## config.mk

```make
export PLATFORM = sky130hd
export DESIGN_NAME = can_frame_tx_flat
export DESIGN_NICKNAME = d
export VERILOG_FILES = /design/src/rtl/can_frame_tx_if.sv /design/src/rtl/can_frame_tx.sv /design/src/flat_wrapper.sv
export SDC_FILE = /design/constraint.sdc
export NUM_CORES = 1
export LEC_CHECK = 0
export BUFFER_PORTS_ARGS = -buffer_cell sky130_fd_sc_hd__buf_4
export CAP_MARGIN = 10
export CELL_PAD_IN_SITES_DETAIL_PLACEMENT = 0
export CELL_PAD_IN_SITES_GLOBAL_PLACEMENT = 1
export CORE_ASPECT_RATIO = 1.1
export CORE_MARGIN = 2
export CORE_UTILIZATION = 49
export DETAILED_ROUTE_END_ITERATION = 6
export HOLD_SLACK_MARGIN = 0.05
export PLACE_DENSITY_LB_ADDON = 0.1
export SYNTH_ARGS = -nofsm -noshare
export SYNTH_HDL_FRONTEND = slang
export SYNTH_SLANG_ARGS = --single-unit
```

## constraint.sdc

```tcl
create_clock -name clock -period 11.1 [get_ports clock]
set_input_delay 1.665 -clock clock [delete_from_list [all_inputs] [get_ports clock]]
set_output_delay 1.665 -clock clock [all_outputs]
set_load 0.02 [all_outputs]
```

## src/rtl/can_frame_tx_if.sv

```systemverilog
// Host-side request/status bundle for can_frame_tx.
// master = host driving frame requests; slave = the transmitter.
interface can_frame_tx_if;
  logic        start;
  logic [28:0] id_in;
  logic        ide_in;
  logic        rtr_in;
  logic [3:0]  dlc_in;
  logic [63:0] data_in;
  logic        error_in;
  logic        busy;
  logic        done;
  logic        arb_lost;
  logic        error_out;

  modport master (
    output start, id_in, ide_in, rtr_in, dlc_in, data_in, error_in,
    input  busy, done, arb_lost, error_out
  );

  modport slave (
    input  start, id_in, ide_in, rtr_in, dlc_in, data_in, error_in,
    output busy, done, arb_lost, error_out
  );
endinterface

```

## src/rtl/can_frame_tx.sv

```systemverilog
// CAN 2.0A/B frame transmitter: serialises a latched frame onto tx_bit one bit per
// bit_tick, with CRC-15 and bit stuffing, and checks the ACK slot via rx_bit.
// Optional arbitration-loss detection is built when CAN_TX_ARB_EN is defined.
// state_q/cnt_q name the field and index of the last non-stuff bit on the wire;
// stuff_q marks that the wire currently carries a stuff bit following it.
module can_frame_tx #(
  parameter logic [14:0] CRC_POLY  = 15'h4599,
  parameter int unsigned MAX_BYTES = 8
) (
  input  logic           clock,
  input  logic           reset,
  input  logic           bit_tick,
  input  logic           rx_bit,
  output logic           tx_bit,
  can_frame_tx_if.slave  host
);

  localparam int unsigned CNT_W = 6;
  localparam int unsigned RUN_W = 3;
  localparam int unsigned CRC_W = 15;

  typedef enum logic [4:0] {
    IDLE, START_FRAME, IDENTIFIER_A, RTR_SRR, IDE, IDENTIFIER_B, RTR,
    RESERVED_1, RESERVED_0, DLC, DATA, CRC, CRC_DELIMITER, ACK_SLOT,
    ACK_DELIMITER, END_OF_FRAME, INTERFRAME
  } state_e;

  state_e             state_q, state_d, nxt_state;
  logic [CNT_W-1:0]   cnt_q, cnt_d, nxt_cnt, data_last;
  logic [RUN_W-1:0]   run_q, run_d;
  logic [CRC_W-1:0]   crc_q, crc_d;
  logic               stuff_q, stuff_d;
  logic               tx_q, tx_d;
  logic               busy_q, busy_d;
  logic               done_q, done_d;
  logic               err_q, err_d;
  logic [28:0]        id_q, id_d;
  logic               ide_q, ide_d, rtr_q, rtr_d;
  logic [3:0]         dlc_q, dlc_d, nbytes;
  logic [63:0]        data_q, data_d;
  logic [10:0]        id_a;
  logic [17:0]        id_b;
  logic [6:0]         data_bits;
  logic               nxt_bit, frame_end, stuff_zone, crc_zone, crc_fb;
  logic               arb_hit;
`ifdef CAN_TX_ARB_EN
  logic               arb_q, arb_d;
`endif

  assign id_a      = ide_q ? id_q[28:18] : id_q[10:0];
  assign id_b      = id_q[17:0];
  assign nbytes    = (dlc_q > 4'(MAX_BYTES)) ? 4'(MAX_BYTES) : dlc_q;
  assign data_bits = {nbytes, 3'b000};
  assign data_last = CNT_W'(data_bits - 7'd1);

  // Field position that follows the current non-stuff bit
  always_comb begin
    nxt_state = state_q;
    nxt_cnt   = cnt_q + 6'd1;
    frame_end = 1'b0;
    case (state_q)
      IDLE:         begin nxt_state = START_FRAME;  nxt_cnt = '0; end
      START_FRAME:  begin nxt_state = IDENTIFIER_A; nxt_cnt = '0; end
      IDENTIFIER_A: if (cnt_q == 6'd10) begin nxt_state = RTR_SRR; nxt_cnt = '0; end
      RTR_SRR:      begin nxt_state = IDE; nxt_cnt = '0; end
      IDE:          begin nxt_state = ide_q ? IDENTIFIER_B : RESERVED_0; nxt_cnt = '0; end
      IDENTIFIER_B: if (cnt_q == 6'd17) begin nxt_state = RTR; nxt_cnt = '0; end
      RTR:          begin nxt_state = RESERVED_1; nxt_cnt = '0; end
      RESERVED_1:   begin nxt_state = RESERVED_0; nxt_cnt = '0; end
      RESERVED_0:   begin nxt_state = DLC; nxt_cnt = '0; end
      DLC: if (cnt_q == 6'd3) begin
        nxt_state = (!rtr_q && dlc_q != 4'd0) ? DATA : CRC;
        nxt_cnt   = '0;
      end
      DATA:          if (cnt_q == data_last) begin nxt_state = CRC; nxt_cnt = '0; end
      CRC:           if (cnt_q == 6'd14) begin nxt_state = CRC_DELIMITER; nxt_cnt = '0; end
      CRC_DELIMITER: begin nxt_state = ACK_SLOT; nxt_cnt = '0; end
      ACK_SLOT:      begin nxt_state = ACK_DELIMITER; nxt_cnt = '0; end
      ACK_DELIMITER: begin nxt_state = END_OF_FRAME; nxt_cnt = '0; end
      END_OF_FRAME:  if (cnt_q == 6'd6) begin nxt_state = INTERFRAME; nxt_cnt = '0; end
      INTERFRAME:    if (cnt_q == 6'd2) frame_end = 1'b1;
      default:       begin nxt_state = IDLE; nxt_cnt = '0; end
    endcase
  end

  // Bus level of the next field bit
  always_comb begin
    nxt_bit = 1'b1;
    case (nxt_state)
      START_FRAME:  nxt_bit = 1'b0;
      IDENTIFIER_A: nxt_bit = id_a[4'(4'd10 - 4'(nxt_cnt))];
      RTR_SRR:      nxt_bit = ide_q ? 1'b1 : rtr_q;
      IDE:          nxt_bit = ide_q;
      IDENTIFIER_B: nxt_bit = id_b[5'(5'd17 - 5'(nxt_cnt))];
      RTR:          nxt_bit = rtr_q;
      RESERVED_1:   nxt_bit = 1'b0;
      RESERVED_0:   nxt_bit = 1'b0;
      DLC:          nxt_bit = dlc_q[2'(2'd3 - 2'(nxt_cnt))];
      DATA:         nxt_bit = data_q[6'd63 - nxt_cnt];
      CRC:          nxt_bit = crc_q[4'(4'd14 - 4'(nxt_cnt))];
      default:      nxt_bit = 1'b1;
    endcase
  end

  assign stuff_zone = state_q inside {START_FRAME, IDENTIFIER_A, RTR_SRR, IDE, IDENTIFIER_B,
                                      RTR, RESERVED_1, RESERVED_0, DLC, DATA, CRC};
  assign crc_zone   = nxt_state inside {START_FRAME, IDENTIFIER_A, RTR_SRR, IDE, IDENTIFIER_B,
                                        RTR, RESERVED_1, RESERVED_0, DLC, DATA};
  assign crc_fb     = nxt_bit ^ crc_q[14];

  // Arbitration loss: recessive driven in an arbitration field but dominant seen
`ifdef CAN_TX_ARB_EN
  assign arb_hit = busy_q && bit_tick && tx_q && !rx_bit &&
                   (state_q inside {IDENTIFIER_A, RTR_SRR, IDE, IDENTIFIER_B, RTR});
`else
  assign arb_hit = 1'b0;
`endif

  // Frame sequencing: accept, abort, stuff/advance per tick, ACK check
  always_comb begin
    state_d = state_q;
    cnt_d   = cnt_q;
    run_d   = run_q;
    crc_d   = crc_q;
    stuff_d = stuff_q;
    tx_d    = tx_q;
    busy_d  = busy_q;
    done_d  = 1'b0;
    err_d   = 1'b0;
    id_d    = id_q;
    ide_d   = ide_q;
    rtr_d   = rtr_q;
    dlc_d   = dlc_q;
    data_d  = data_q;
`ifdef CAN_TX_ARB_EN
    arb_d   = 1'b0;
`endif
    if (host.error_in) begin
      state_d = IDLE; cnt_d = '0; run_d = '0; stuff_d = 1'b0; tx_d = 1'b1; busy_d = 1'b0;
    end else if (!busy_q) begin
      if (host.start) begin
        busy_d  = 1'b1;
        state_d = IDLE; cnt_d = '0; run_d = '0; stuff_d = 1'b0; crc_d = '0;
        id_d    = host.id_in;
        ide_d   = host.ide_in;
        rtr_d   = host.rtr_in;
        dlc_d   = host.dlc_in;
        data_d  = host.data_in;
      end
    end else if (bit_tick) begin
      if (arb_hit) begin
`ifdef CAN_TX_ARB_EN
        arb_d = 1'b1;
`endif
        state_d = IDLE; cnt_d = '0; run_d = '0; stuff_d = 1'b0; tx_d = 1'b1; busy_d = 1'b0;
      end else begin
        if (state_q == ACK_SLOT && rx_bit) err_d = 1'b1;
        if (stuff_zone && run_q == 3'd5) begin
          tx_d = ~tx_q; stuff_d = 1'b1; run_d = 3'd1;
        end else if (frame_end) begin
          state_d = IDLE; cnt_d = '0; run_d = '0; stuff_d = 1'b0; tx_d = 1'b1;
          busy_d = 1'b0; done_d = 1'b1;
        end else begin
          state_d = nxt_state;
          cnt_d   = nxt_cnt;
          stuff_d = 1'b0;
          tx_d    = nxt_bit;
          run_d   = (nxt_bit == tx_q) ? RUN_W'(run_q + 3'd1) : 3'd1;
          if (crc_zone) crc_d = {crc_q[13:0], 1'b0} ^ (crc_fb ? CRC_POLY : 15'd0);
        end
      end
    end
  end

  // State and output registers
  always_ff @(posedge clock or negedge reset) begin
    if (!reset) begin
      state_q <= IDLE;
      cnt_q   <= '0;
      run_q   <= '0;
      crc_q   <= '0;
      stuff_q <= 1'b0;
      tx_q    <= 1'b1;
      busy_q  <= 1'b0;
      done_q  <= 1'b0;
      err_q   <= 1'b0;
      id_q    <= '0;
      ide_q   <= 1'b0;
      rtr_q   <= 1'b0;
      dlc_q   <= '0;
      data_q  <= '0;
`ifdef CAN_TX_ARB_EN
      arb_q   <= 1'b0;
`endif
    end else begin
      state_q <= state_d;
      cnt_q   <= cnt_d;
      run_q   <= run_d;
      crc_q   <= crc_d;
      stuff_q <= stuff_d;
      tx_q    <= tx_d;
      busy_q  <= busy_d;
      done_q  <= done_d;
      err_q   <= err_d;
      id_q    <= id_d;
      ide_q   <= ide_d;
      rtr_q   <= rtr_d;
      dlc_q   <= dlc_d;
      data_q  <= data_d;
`ifdef CAN_TX_ARB_EN
      arb_q   <= arb_d;
`endif
    end
  end

  assign tx_bit         = tx_q;
  assign host.busy      = busy_q;
  assign host.done      = done_q;
  assign host.error_out = err_q;
`ifdef CAN_TX_ARB_EN
  assign host.arb_lost  = arb_q;
`else
  assign host.arb_lost  = 1'b0;
`endif

endmodule

```

## src/flat_wrapper.sv

```systemverilog
// flat-port wrapper written by rule: the top's interface ports become plain ports
module can_frame_tx_flat 
#(
  parameter logic [14:0] CRC_POLY  = 15'h4599,
  parameter int unsigned MAX_BYTES = 8
)
  (clock, reset, bit_tick, rx_bit, tx_bit, host_start, host_id_in, host_ide_in, host_rtr_in, host_dlc_in, host_data_in, host_error_in, host_busy, host_done, host_arb_lost, host_error_out);
  can_frame_tx_if host_i ();
  input  logic clock;
  input  logic reset;
  input  logic bit_tick;
  input  logic rx_bit;
  output logic tx_bit;
  input wire logic [$bits(host_i.start)-1:0] host_start;
  input wire logic [$bits(host_i.id_in)-1:0] host_id_in;
  input wire logic [$bits(host_i.ide_in)-1:0] host_ide_in;
  input wire logic [$bits(host_i.rtr_in)-1:0] host_rtr_in;
  input wire logic [$bits(host_i.dlc_in)-1:0] host_dlc_in;
  input wire logic [$bits(host_i.data_in)-1:0] host_data_in;
  input wire logic [$bits(host_i.error_in)-1:0] host_error_in;
  output wire logic [$bits(host_i.busy)-1:0] host_busy;
  output wire logic [$bits(host_i.done)-1:0] host_done;
  output wire logic [$bits(host_i.arb_lost)-1:0] host_arb_lost;
  output wire logic [$bits(host_i.error_out)-1:0] host_error_out;
  assign host_i.start = host_start;
  assign host_i.id_in = host_id_in;
  assign host_i.ide_in = host_ide_in;
  assign host_i.rtr_in = host_rtr_in;
  assign host_i.dlc_in = host_dlc_in;
  assign host_i.data_in = host_data_in;
  assign host_i.error_in = host_error_in;
  assign host_busy = host_i.busy;
  assign host_done = host_i.done;
  assign host_arb_lost = host_i.arb_lost;
  assign host_error_out = host_i.error_out;
  can_frame_tx #(.CRC_POLY(CRC_POLY), .MAX_BYTES(MAX_BYTES)) u_core (.clock(clock), .reset(reset), .bit_tick(bit_tick), .rx_bit(rx_bit), .tx_bit(tx_bit), .host(host_i));
endmodule
```

Word level (Yosys, flattened, before mapping). Index checks and enable logic that the tools add are counted.

Input port bits: 105. Output and inout bits: 5. Flip-flop bits (word level): 132.

Equality and inequality tests: 42. Bitwise logic cells: 5. Reductions and logical operators: 18. Magnitude comparators: 6. $add $sub $neg: 8. Mux-type cells: 78.

Operators by type and width (count): $mux 15 (7); $pmux 5 s17 (1); $mux 6 (12); $eq 5x4->1 const B (12); $mux 5 (12); $pmux 6 s7 (1); $eq 5x3->1 const B (8); $mux 1 (29); $mux 3 (8); $eq 5x2->1 const B (4); $xor 15x15->15 (1); $eq 6x2->1 const B (2); $eq 6x4->1 const B (2); $mux 11 (1); $reduce_bool 11->1 (1); $eq 5x1->1 const B (2); $lt 4x5->1 const B (2); $reduce_bool 10->1 (1); $pmux 1 s9 (1); $bmux 1 s4 (2); $ne 2x2->1 const B (4); $sub 4x4->4 const A (2); $lt 6x7->1 const B (1); $add 6x1->6 const B (1); 31 further kinds (40).

Logic depth before layout (Yosys ltp).
Depth in word-level cells: 18. Mapped depth: 18. Depth with buffers taken out: 17.

Least setup slack after synthesis. OpenSTA, ideal clock, no wires.

Path kind: reg2reg. Start point: register u_core.dlc_q[3]. End point: register u_core.crc_q[14]. Cell stages (with the launch flop): 19. Path buffers: 2. Slack: 6.263 ns. Arrival time: 4.767 ns. Clock period less this slack: 4.837 ns. Path through: dfrtp_1 -> or2b_2 -> ha_1 -> xor2_1 -> nand3_1 -> o31a_1 -> o41ai_4 -> inv_4 -> buf_6 -> ha_1 -> xnor2_1 -> buf_2 -> mux2i_1 -> nor2_1 -> o31a_1 -> a41o_1 -> o31a_1 -> or4b_1 -> nand3_1.

Word-level cells in the longest chain between the ends: 18.

RTL lines: start, declared (RTL line can_frame_tx.sv:39) `logic [3:0] dlc_q, dlc_d, nbytes;`; start signal, assigned (RTL line can_frame_tx.sv:208) `dlc_q <= dlc_d;`; $gt 4x4->1 (RTL line can_frame_tx.sv:52) `assign nbytes = (dlc_q > 4'(MAX_BYTES)) ? 4'(MAX_BYTES) : dlc_q;`; $mux 3 (RTL line can_frame_tx.sv:52); $sub 6x1->6 (RTL line can_frame_tx.sv:54) `assign data_last = CNT_W'(data_bits - 7'd1);`; $eq 6x6->1 (RTL line can_frame_tx.sv:75) `DATA: if (cnt_q == data_last) begin nxt_state = CRC; nxt_cnt = '0; end`; $mux 6 (RTL line can_frame_tx.sv:75); $pmux 6 s7 (RTL line can_frame_tx.sv:61) `case (state_q)`; $sub 6x6->6 (tied with other cells) (RTL line can_frame_tx.sv:99) `DATA: nxt_bit = data_q[6'd63 - nxt_cnt];`; $bmux 1 s6 (tied with other cells) (RTL line can_frame_tx.sv:99); [2 not listed]; $xor 1x1->1 (RTL line can_frame_tx.sv:109) `assign crc_fb = nxt_bit ^ crc_q[14];`; $mux 15 (RTL line can_frame_tx.sv:169) `if (crc_zone) crc_d = {crc_q[13:0], 1'b0} ^ (crc_fb ? CRC_POLY : 15'd0);`; $xor 15x15->15 (RTL line can_frame_tx.sv:169); $mux 15 (RTL line can_frame_tx.sv:169); $mux 15 (RTL line can_frame_tx.sv:160) `end else if (frame_end) begin`; $mux 15 (RTL line can_frame_tx.sv:158) `if (stuff_zone && run_q == 3'd5) begin`; $mux 15 (RTL line can_frame_tx.sv:150) `end else if (bit_tick) begin`; $mux 15 (RTL line can_frame_tx.sv:140) `end else if (!busy_q) begin`; end signal, assigned (RTL line can_frame_tx.sv:199) `crc_q <= crc_d;`; end, declared (RTL line can_frame_tx.sv:31) `logic [CRC_W-1:0] crc_q, crc_d;`.

Several ways; a longest one is shown, not always the timed one. The select of a mux whose other input is x is not followed. A chain may end at the register's enable or synchronous reset.

Worst setup path after layout.
Start point: register u_core.state_q[0]. End point: register u_core.crc_q[14].

Word-level cells in the longest chain between the ends: 14.

RTL lines: start, declared (RTL line can_frame_tx.sv:28) `state_e state_q, state_d, nxt_state;`; start signal, assigned (RTL line can_frame_tx.sv:196) `state_q <= state_d;`; $eq 5x5->1 (tied with other cells) (RTL line can_frame_tx.sv:61); $pmux 6 s7 (RTL line can_frame_tx.sv:61); $sub 6x6->6 (tied with other cells) (RTL line can_frame_tx.sv:99); $bmux 1 s6 (tied with other cells) (RTL line can_frame_tx.sv:99); $mux 1 (on tied branches); $pmux 1 s9 (RTL line can_frame_tx.sv:89) `case (nxt_state)`; $xor 1x1->1 (RTL line can_frame_tx.sv:109); $mux 15 (RTL line can_frame_tx.sv:169); $xor 15x15->15 (RTL line can_frame_tx.sv:169); $mux 15 (RTL line can_frame_tx.sv:169); $mux 15 (RTL line can_frame_tx.sv:160); $mux 15 (RTL line can_frame_tx.sv:158); $mux 15 (RTL line can_frame_tx.sv:150); $mux 15 (RTL line can_frame_tx.sv:140).

Several ways; a longest one is shown, not always the timed one. The select of a mux whose other input is x is not followed.

==> results.md <==
- Status: completed
- Crit path capture type: register
- Unrepaired setup endpoints after global routing: false
- Worst EP arrival: 5.70 ns
- Leading area contributor after synthesis: dfrtp_1
- Nets: 907
- Synth unique cells: 86
- CTS tree: yes
- Final RePlAce weighted congestion: 0.8850
- Post-Syn Instances: 703
- Setup repair bufs after CTS: 0
- Final Util: 0.6036
- Dpl hpwl: 14.81 mm
- First DRT Iteration DRCs: 511
- Vias post-DR: 6099
- Syn. warnings: 0
- Startpoint type of the worst setup path: register
- Synth-to-Final Area Change: 19.76%
- Post-synthesis sequential area ratio: 0.4338
- Antenna violations before repair: 0
- Grt total ovfl: 0
- Worst Path Required: 11.45 ns
- Crit path time final: 5.353 ns
- Setup TNS: 0 ns
- Buffers on Ports: 108
- Wirelength, routed: 20.98 mm
- DR vias/cell: 6.099
- Max-slew headroom: 0.2914
- Routed wire per std cell: 20.98 µm
- Die area: 0.01656 mm²
- CTS buffer count: 17
- Worst hold stages: 1
- Worst slew pin tran: 1.063 ns
- Syn Area/Cell: 10.84 µm²
- Layout cells sized above 1: 0.3470
- Highest clock rate: 186.8 MHz
- First-pass GRT wire length: 33.37 mm
- Final setup fails: 0
- Clock Skew: 0.01135 ns
- IO Pins: 110
- Leak Pwr: 3.850 nW
- Vias in the first global route: 6329
- Drc violations: 0
- Clock transition at path regs: 0.06 ns
- R2R depth: 14
- Routed Antenna Nets: 0
- Yosys top cell area share: 0.4304
- Core box area: 0.01511 mm²
- Ys async rst share: 1.000
- Hold_ws: 0.5038 ns
- Critical Path Fanout Max: 24
- WS Path Type: register to register
- Hold_buf cts: 0
- Post-synth EDFFs: 0
- Count of pins over their slew limit: 0
- Syn nets: 819
- Post-CTS sizing: 0
- Area contributors post-synth: dfrtp_1, mux2_2, nand2_1, mux2i_1, a21oi_1
- Die width: 122.9 µm
- H-tree Lvls: 4
- Worst VDD drop: 99.83 µV
- Largest net degree at the start of global routing: 69
- Top_reg_cell synth: dfrtp_1
- Row count: 47
- Max-Cap Viols: 0
- GRT Util Overall: 0.2635
- Starting Density: 0.5040
- CTS root buf: clkbuf_16
- Tcrit/Tclk final: 0.4823
- Final Hold Fails: 0
- Die Ht: 134.8 µm
- Iteration count of the initial detailed-routing pass: 5
- N_diodes: 0
- CTS Buffer Depth: 2
- HP Class: register to register
- Clk_lat worst skew: 0.43 ns
- Power per Cell Area: 151.2 mW/mm²
- CTS sink count: 132
- Fill count: 1287
- Synthesis-stage register bit count: 132
- Post-Syn Area: 0.007617 mm²
[metrics by stage]
step | instances | instance area (µm²) | total power (W) | setup slack (ns)
detailed placement | 967 | 8538 | 0.0008431 | 5.471
CTS | 999 | 9115 | 0.001393 | 5.465
global route | 1000 | 9123 | 0.001442 | 5.368
global placement | 967 | 8538 | 0.0008316 | 5.681
finish | 1000 | 9123 | 0.001379 | 5.747
floorplan | 703 | 7617 | 0.0007537 | 6.263
[registers in the layout, summed over array words and instances (netlist names)]
register               count
u_core.state_q             5
u_core.host.error_out      1
u_core.ide_q               1
u_core.host.busy           1
u_core.cnt_q               6
u_core.crc_q              15
u_core.tx_bit              1
u_core.id_q               29
u_core.data_q             64
u_core.host.done           1
u_core.run_q               3
u_core.dlc_q               4
u_core.rtr_q               1
[critical path, cell delays in order, from the launching register on]
cell       delay [ns]
dfrtp_1          0.78
or4bb_1          0.56
o211a_2          0.21
a21oi_1          0.23
o41a_1           0.61
inv_1            0.41
ha_1             0.36
or4_1            0.52
a2111oi_0        0.48
a221o_1          0.26
a211oi_2         0.06
o211ai_2         0.14
nor4_1           0.09
or4b_1           0.46
nand3_1          0.10
[logic make-up (layout without fill, tap and decap cells)]
| kind of cell | Yosys count | after routing | synth area share |
|---|---|---|---|
| muxes | 129 | 129 | 0.1922 |
| buffers and inverters | 62 | 163 | 0.03515 |
| adders and majority gates | 11 | 11 | 0.01807 |
| AOI/OAI and AO/OA | 167 | 167 | 0.1613 |
| and+or+nand+nor | 178 | 178 | 0.1235 |
| other | 1 | 1 | 0.0004923 |
| xor gates and xnor gates | 23 | 23 | 0.03548 |
| DFF | 132 | 132 | 0.4338 |
[layout by cell type, fill, tap and decap left out, types with 5 or more instances in the layout]
cell type and n:
mux2i_1 18, nand3_1 20, xnor3_1 5, nand2b_1 14, ha_1 11, inv_1 12
nor2_1 25, a211oi_1 8, o31a_1 5, nor3_1 9, o21ai_0 26, buf_4 117
clkbuf_16 17, mux2_2 108, o22ai_1 8, xnor2_1 11, dfrtp_1 131, nand2_1 62
a22o_1 14, a2bb2oi_1 6, nor4_1 6, xor2_1 7, a21boi_0 6, clkinvlp_4 5
a21oi_1 30
[report_power, final]
group          switching [W]  internal [W]  total (W)
registers          0.0000619      0.000557   0.000619
clock network       0.000222      0.000323   0.000544
logic              0.0000842      0.000132   0.000216
total               0.000368       0.00101    0.00138
[per-layer routing]
metal / up-vias / global-route usage / routed length [µm]
met3: 30 / 0.05828 / 1172
met1: 3060 / 0.3421 / 8992
met4: 0 / 0.08365 / 348
li1: 2810 / - / -
met2: 199 / 0.4377 / 10460
met5: - / 0 / 0
[area by class of cell]
type / instances / area [µm²] / area share
Sequential cell: 132 / 3304 / 0.3622
Timing Repair Buffer: 117 / 878.3 / 0.09628
Clock inverter: 12 / 120.1 / 0.01317
Multi-Input combinational cell: 509 / 4063 / 0.4453
Inverter: 14 / 55.05 / 0.006035
Tap cell: 196 / 245.2 / 0.02688
Clock buffer: 20 / 456.7 / 0.05006
[synth_stat cells, drive strengths merged, types with 5 or more instances]
| library cell | number |
|---|---|
| nor3 | 10 |
| ha | 11 |
| o22ai | 8 |
| mux2 | 108 |
| nand3 | 20 |
| a211oi | 9 |
| xor2 | 7 |
| nor4 | 8 |
| inv | 13 |
| xnor2 | 11 |
| a2bb2oi | 6 |
| dfrtp | 131 |
| mux2i | 18 |
| o31a | 5 |
| o211ai | 5 |
| nand2b | 14 |
| a21boi | 6 |
| a22o | 14 |
| xnor3 | 5 |
| clkbuf | 28 |
| buf | 20 |
| a21oi | 33 |
| o21ai | 29 |
| nor2 | 26 |
| nand2 | 62 |
[final timing paths]
| path | start | endpoint | slack, ns |
|---|---|---|---|
| worst max-delay path | u_core.state_q[0] | u_core.crc_q[14] | 5.75 |
| worst min-delay path | u_core.data_q[48] | u_core.data_q[48] | 0.50 |
| worst max register to register | u_core.state_q[0] | u_core.crc_q[14] | 5.75 |
| worst min register to register | u_core.data_q[48] | u_core.data_q[48] | 0.50 |
| max in group asynchronous | reset | u_core.data_q[18] | 8.39 |
| min in group asynchronous | reset | u_core.host.busy | 1.33 |
Note: power is estimated with default switching activity, not from simulation.
